--- src/rtl/uart_mon_pkg.sv ---
// Shared types and constants for the parametrised UART receive monitor.
package uart_mon_pkg;

  typedef enum logic [2:0] {
    IDLE,
    START,
    DATA,
    PARITY,
    STOP
  } rx_state_e;

  localparam int unsigned PARITY_NONE = 0;
  localparam int unsigned PARITY_ODD  = 1;
  localparam int unsigned PARITY_EVEN = 2;

  localparam logic [7:0] CH_EOT   = 8'h04;
  localparam logic [7:0] CH_LF    = 8'h0A;
  localparam logic [7:0] CH_CR    = 8'h0D;
  localparam logic [7:0] CH_SPACE = 8'h20;

  localparam int unsigned LINE_LEN = 80;

  // One receive FIFO entry: error flags plus the zero-extended character
  typedef struct packed {
    logic       ferr;
    logic       perr;
    logic [7:0] data;
  } rx_entry_t;

  function automatic logic is_line_end(input logic [7:0] ch);
    return (ch == CH_EOT) || (ch == CH_LF) || (ch == CH_CR);
  endfunction

endpackage

--- src/rtl/uart_rx_fifo.sv ---
// Generic synchronous FIFO with extra-MSB pointers for full/empty detection.
module uart_rx_fifo #(
  parameter int unsigned WIDTH = 10,
  parameter int unsigned DEPTH = 4
) (
  input  logic             clk_i,
  input  logic             rst_i,
  input  logic             push_i,
  input  logic [WIDTH-1:0] wdata_i,
  input  logic             pop_i,
  output logic             push_ok_o,
  output logic [WIDTH-1:0] rdata_o,
  output logic             full_o,
  output logic             empty_o
);

  localparam int unsigned AW = $clog2(DEPTH);
  localparam int unsigned PW = AW + 1;

  logic [PW-1:0]    wr_ptr_q;
  logic [PW-1:0]    rd_ptr_q;
  logic [WIDTH-1:0] mem_q [DEPTH];
  logic             pop_en;
  logic             push_en;

  assign empty_o   = (wr_ptr_q == rd_ptr_q);
  assign full_o    = (wr_ptr_q[AW] != rd_ptr_q[AW]) &&
                     (wr_ptr_q[AW-1:0] == rd_ptr_q[AW-1:0]);
  assign pop_en    = pop_i & ~empty_o;
  // A full FIFO still takes a push when the head leaves in the same cycle
  assign push_en   = push_i & (~full_o | pop_en);
  assign push_ok_o = push_en;
  assign rdata_o   = mem_q[rd_ptr_q[AW-1:0]];

  always_ff @(posedge clk_i) begin
    if (rst_i) begin
      wr_ptr_q <= '0;
      rd_ptr_q <= '0;
    end else begin
      if (push_en) wr_ptr_q <= wr_ptr_q + PW'(1);
      if (pop_en)  rd_ptr_q <= rd_ptr_q + PW'(1);
    end
  end

  always_ff @(posedge clk_i) begin
    if (push_en) mem_q[wr_ptr_q[AW-1:0]] <= wdata_i;
  end

endmodule

--- src/rtl/uart_rx_mon_p.sv ---
// Parametrised UART receive monitor: oversampled RX FSM feeding a valid/ready FIFO.
// Optional console line printing is enabled by defining UART_MON_TEXT_EN.
module uart_rx_mon_p
  import uart_mon_pkg::*;
#(
  parameter int unsigned DATA_BITS   = 8,
  parameter int unsigned PARITY_MODE = 0,
  parameter int unsigned STOP_BITS   = 1,
  parameter int unsigned OVERSAMPLE  = 16,
  parameter int unsigned FIFO_DEPTH  = 4
) (
  input  logic       CLK,
  input  logic       RESET,
  input  logic       RXD,
  input  logic       BAUDTICK,
  output logic [7:0] RX_DATA,
  output logic       RX_PERR,
  output logic       RX_FERR,
  output logic       RX_VALID,
  input  logic       RX_READY,
  output logic       OVERRUN,
  output logic       BUSY
);

  localparam int unsigned      CNT_W     = $clog2(OVERSAMPLE);
  localparam logic [CNT_W-1:0] CNT_LAST  = CNT_W'(OVERSAMPLE - 1);
  localparam logic [CNT_W-1:0] CNT_MID   = CNT_W'(OVERSAMPLE / 2);
  localparam logic [2:0]       BIT_LAST  = 3'(DATA_BITS - 1);
  localparam logic             STOP_LAST = 1'(STOP_BITS - 1);
  localparam logic             PAR_EXP   = (PARITY_MODE == PARITY_ODD);
  localparam int unsigned      ENTRY_W   = $bits(rx_entry_t);

  rx_state_e        state_q;
  logic             rxd_meta_q;
  logic             rxd_sync_q;
  logic [CNT_W-1:0] cnt_q;
  logic [2:0]       bit_idx_q;
  logic [7:0]       data_q;
  logic             perr_q;
  logic             ferr_q;
  logic             stop_idx_q;
  logic             overrun_q;

  logic             sample_c;
  logic             push_c;
  logic             push_ok_c;
  logic             fifo_full_c;
  logic             fifo_empty_c;
  logic [ENTRY_W-1:0] fifo_rdata_c;
  rx_entry_t        push_entry_c;
  rx_entry_t        head_c;

  assign sample_c = BAUDTICK && (cnt_q == CNT_LAST);
  assign push_c   = (state_q == STOP) && sample_c && (stop_idx_q == STOP_LAST);

  // Final stop-bit sample is folded into the pushed framing flag
  always_comb begin
    push_entry_c      = '0;
    push_entry_c.ferr = ferr_q | ~rxd_sync_q;
    push_entry_c.perr = perr_q;
    push_entry_c.data = data_q;
  end

  always_ff @(posedge CLK) begin
    if (RESET) begin
      state_q    <= IDLE;
      rxd_meta_q <= 1'b1;
      rxd_sync_q <= 1'b1;
      cnt_q      <= '0;
      bit_idx_q  <= '0;
      data_q     <= '0;
      perr_q     <= 1'b0;
      ferr_q     <= 1'b0;
      stop_idx_q <= 1'b0;
      overrun_q  <= 1'b0;
    end else begin
      rxd_meta_q <= RXD;
      rxd_sync_q <= rxd_meta_q;
      overrun_q  <= push_c & ~push_ok_c;

      // Start edge re-phases the counter so samples land mid-bit
      if ((state_q == IDLE) && !rxd_sync_q) begin
        cnt_q <= CNT_MID;
      end else if (BAUDTICK) begin
        cnt_q <= cnt_q + CNT_W'(1);
      end

      case (state_q)
        IDLE: begin
          if (!rxd_sync_q) begin
            state_q    <= START;
            bit_idx_q  <= '0;
            data_q     <= '0;
            perr_q     <= 1'b0;
            ferr_q     <= 1'b0;
            stop_idx_q <= 1'b0;
          end
        end
        START: begin
          if (sample_c) begin
            if (rxd_sync_q) begin
              state_q <= IDLE;
            end else begin
              state_q   <= DATA;
              bit_idx_q <= '0;
            end
          end
        end
        DATA: begin
          if (sample_c) begin
            data_q[bit_idx_q] <= rxd_sync_q;
            if (bit_idx_q == BIT_LAST) begin
              state_q <= (PARITY_MODE != PARITY_NONE) ? PARITY : STOP;
            end else begin
              bit_idx_q <= bit_idx_q + 3'(1);
            end
          end
        end
        PARITY: begin
          if (sample_c) begin
            perr_q  <= ((^data_q) ^ rxd_sync_q) != PAR_EXP;
            state_q <= STOP;
          end
        end
        STOP: begin
          if (sample_c) begin
            ferr_q <= ferr_q | ~rxd_sync_q;
            if (stop_idx_q == STOP_LAST) begin
              state_q <= IDLE;
            end else begin
              stop_idx_q <= 1'b1;
            end
          end
        end
        default: state_q <= IDLE;
      endcase
    end
  end

  uart_rx_fifo #(
    .WIDTH (ENTRY_W),
    .DEPTH (FIFO_DEPTH)
  ) u_fifo (
    .clk_i     (CLK),
    .rst_i     (RESET),
    .push_i    (push_c),
    .wdata_i   (push_entry_c),
    .pop_i     (RX_READY),
    .push_ok_o (push_ok_c),
    .rdata_o   (fifo_rdata_c),
    .full_o    (fifo_full_c),
    .empty_o   (fifo_empty_c)
  );

  // Head entry is masked while empty so stale RAM never reaches the outputs
  assign head_c   = rx_entry_t'(fifo_rdata_c);
  assign RX_VALID = ~fifo_empty_c;
  assign RX_DATA  = RX_VALID ? head_c.data : 8'h00;
  assign RX_PERR  = RX_VALID & head_c.perr;
  assign RX_FERR  = RX_VALID & head_c.ferr;
  assign OVERRUN  = overrun_q;
  assign BUSY     = (state_q != IDLE);

`ifdef UART_MON_TEXT_EN
  string line_q;

  always_ff @(posedge CLK) begin
    if (RESET) begin
      line_q <= "";
    end else if (push_ok_c) begin
      if (push_entry_c.ferr || push_entry_c.perr) begin
        $write("%t UART: frame error 0x%h\n", $time, push_entry_c.data);
      end else if (is_line_end(push_entry_c.data) || (line_q.len() == int'(LINE_LEN - 1))) begin
        $write("%t UART: %s\n", $time, $sformatf("%s%c", line_q,
               is_line_end(push_entry_c.data) ? CH_SPACE : push_entry_c.data));
        line_q <= "";
        if (push_entry_c.data == CH_EOT) begin
          $write("UART: Simulation End\n");
          $finish;
        end
      end else begin
        line_q <= $sformatf("%s%c", line_q, push_entry_c.data);
      end
    end
  end
`else
  logic unused_fifo_full_c;
  assign unused_fifo_full_c = fifo_full_c;
`endif

endmodule

--- config.mk ---
export PLATFORM = sky130hd
export DESIGN_NAME = uart_rx_mon_p
export DESIGN_NICKNAME = d
export VERILOG_FILES = /design/src/rtl/uart_mon_pkg.sv /design/src/rtl/uart_rx_fifo.sv /design/src/rtl/uart_rx_mon_p.sv
export SDC_FILE = /design/constraint.sdc
export NUM_CORES = 1
export LEC_CHECK = 0
export CAP_MARGIN = 20
export CORE_MARGIN = 5
export CORE_UTILIZATION = 60
export CTS_CLUSTER_SIZE = 14
export DETAILED_ROUTE_END_ITERATION = 10
export PLACE_DENSITY = 0.88
export SETUP_SLACK_MARGIN = 0.02
export SLEW_MARGIN = 20
export SYNTH_ARGS = -nofsm -noshare
export SYNTH_HDL_FRONTEND = slang
export SYNTH_HIERARCHICAL = 1
export SYNTH_SLANG_ARGS = --single-unit
--- constraint.sdc ---
create_clock -name CLK -period 3.2 [get_ports CLK]
set_input_delay 0.64 -clock CLK [delete_from_list [all_inputs] [get_ports CLK]]
set_output_delay 0.64 -clock CLK [all_outputs]
set_load 0.02 [all_outputs]
==> results.txt <==
Status -> finished, final reports clean
Hold Crit Class -> reg2reg
Gate power share -> 8.8%
Final Power -> 1.91 mW
Hold Violations, Final -> 0
P_int -> 1.48 mW
Post-DRT Antenna Nets -> 0
Sequential share of power -> 51.3%
Layout fillers -> 381
Cts bufs inserted -> 9
Die X -> 84.3 µm
Area grow syn2layout -> 12.9%
Slew Viols, Final -> 0
Vert. Die Dim -> 84.3 µm
Area of the mapped netlist -> 3320 µm²
# diodes -> 0
Largest net degree at the start of global routing -> 21
Die area -> 7110 µm²
Clock edge transition at the registers on the reported setup and hold paths -> 70 ps
1st-pass router iterations -> 5
CTS Hold Bufs -> 0
DRC violations left -> 0
Cell Pwr Density -> 509 nW/µm²
Final setup viols -> 0
Slew @ Worst Pin -> 507 ps
Max Fclk -> 359 MHz
Initial Util -> 61.0%
TNS Setup -> 0 ps
First-pass GRT wire length -> 9620 µm
Max VDD drop -> 0.337 mV
Startpoint types -> register
Syn Inst Count -> 257
Synth Area per Inst -> 12.9 µm²
Min Hold Slack -> 410 ps
Num ports -> 18
Syn nets -> 270
I/O Buffers -> 17
Clk pwr share -> 39.9%
CP max FO -> 11
Num rows -> 27
Vias -> 2004
DP Area -> 3530 µm²
CTS tree -> yes
Critical Path Max Stage Delay -> 540 ps
Initial antenna violation count -> 0
Design area -> 3740 µm²
Worst EP arrival -> 2150 ps
RSZ-0062 raised after global routing -> no
Remaining Overflow, GRT -> 0
GRT Total Usage -> 17.3%
Clk_lat worst skew -> 350 ps
NumNets Final -> 292
Routed wire per std cell -> 15.7 µm
Slowest cell on the critical path -> clkdlybuf4s50_1
Sw frac -> 22.5%
Tcrit/Tclk final -> 87.1%
Post CTS Setup Buffer Count -> 0
Final WL -> 5570 µm
Clk root buf -> clkbuf_8
Fin util -> 68.8%
Clock Path Buffers -> 2
Fin crit period -> 2790 ps
MaxCap Viol Count -> 0
Cell Count, Final, Fillers Out -> 356
Post-cts resize count -> 0
CTS H-tree lvls -> 3
Leak pwr -> 1.32 nW
Post-place setup slack -> 260 ps
Placer Congestion -> 0.781
Cells along the critical path -> xnor2_2 > nand2_1 > nor2_1 > buf_4 > nor2b_1 > clkdlybuf4s50_1
P_sw -> 429 µW
YS warnings -> 6
Critical Path RT -> 2560 ps
Slew HR -> 66.2%
Core box area -> 5440 µm²
Vias per inst -> 5.63
Share of post-route cells with drive strength above 1 -> 18.0%
Worst Skew -> 8.60 ps
Hpwl dp -> 3910 µm
DRT iter0 DRCs -> 104
Setup WS post-layout -> 414 ps
Critical path class -> reg2out
Number of clock sinks -> 71
Crit path capture type -> output port
Inst Count DP -> 340
Vias in the first global route -> 1957
## final cells by class
class                           count  area [µm²]  area share, %
Sequential cell                    71        1820           48.7
Inverter                           11        41.3           1.10
Clock inverter                      7        87.6           2.34
Clock buffer                        9         124           3.31
Tap cell                           72        90.1           2.41
Multi-Input combinational cell    163        1360           36.4
Timing Repair Buffer               23         215           5.75
## worst max-delay path, delay by kind of cell (launching register included)
family / cells / cell delay (ps)
DFF: 1 / 370
buffers and inverters: 2 / 720
and+or+nand+nor: 3 / 300
xor gates and xnor gates: 1 / 420
## layer usage
metal | vias to the layer above | routed length [µm] | track usage, %
met5 | - | 0 | 0
met4 | 0 | 87 | 7.34
met3 | 5 | 244 | 3.83
met2 | 42 | 2810 | 28.1
met1 | 975 | 2430 | 22.5
li1 | 982 | - | -
## power groups by stage
stage               Clock [mW]  Sequential [mW]  Combinational (mW)
floorplan                    0            0.993               0.119
global placement             0            0.998               0.164
detailed placement           0            0.999               0.168
CTS                      0.771            0.978               0.169
global route             0.822            0.980               0.182
finish                   0.761            0.978               0.167
## sequential cells by signal, indices dropped and copies added (netlist names), named ones only
register,cells
rxd_sync_q,1
bit_idx_q,3
u_fifo/mem_q,40
u_fifo/wr_ptr_q,3
ferr_q,1
state_q,3
perr_q,1
OVERRUN,1
cnt_q,4
data_q,8
u_fifo/rd_ptr_q,3
rxd_meta_q,1
## path summary, 6_finish.rpt
path / end / slack [ps] / depth (start not counted) / startpoint
worst min-delay path: rxd_sync_q / 410 / 1 / rxd_meta_q
worst max-delay path: RX_DATA[2] / 410 / 6 / u_fifo/wr_ptr_q[1]
worst min register to register: rxd_sync_q / 410 / 1 / rxd_meta_q
worst max register to register: u_fifo/mem_q[1][8] / 990 / 6 / cnt_q[0]
## placed cells by master (no fill, tap or decap), types with 3 or more instances in the layout
master / instances
ha_1: 8
buf_4: 6
clkdlybuf4s50_1: 17
nor3_1: 3
xnor2_1: 9
nand3_1: 6
mux2i_1: 4
a21oi_1: 7
a31oi_1: 3
edfxtp_1: 40
clkbuf_8: 9
mux4_2: 10
nor2b_1: 20
nand2b_1: 8
nand2_1: 5
o21ai_0: 8
a211o_1: 3
or2_2: 3
inv_1: 11
and2_1: 3
nor2_1: 16
dfxtp_1: 31
xor2_1: 3
o21ai_1: 5
Note: power is estimated with default switching activity, not from simulation.
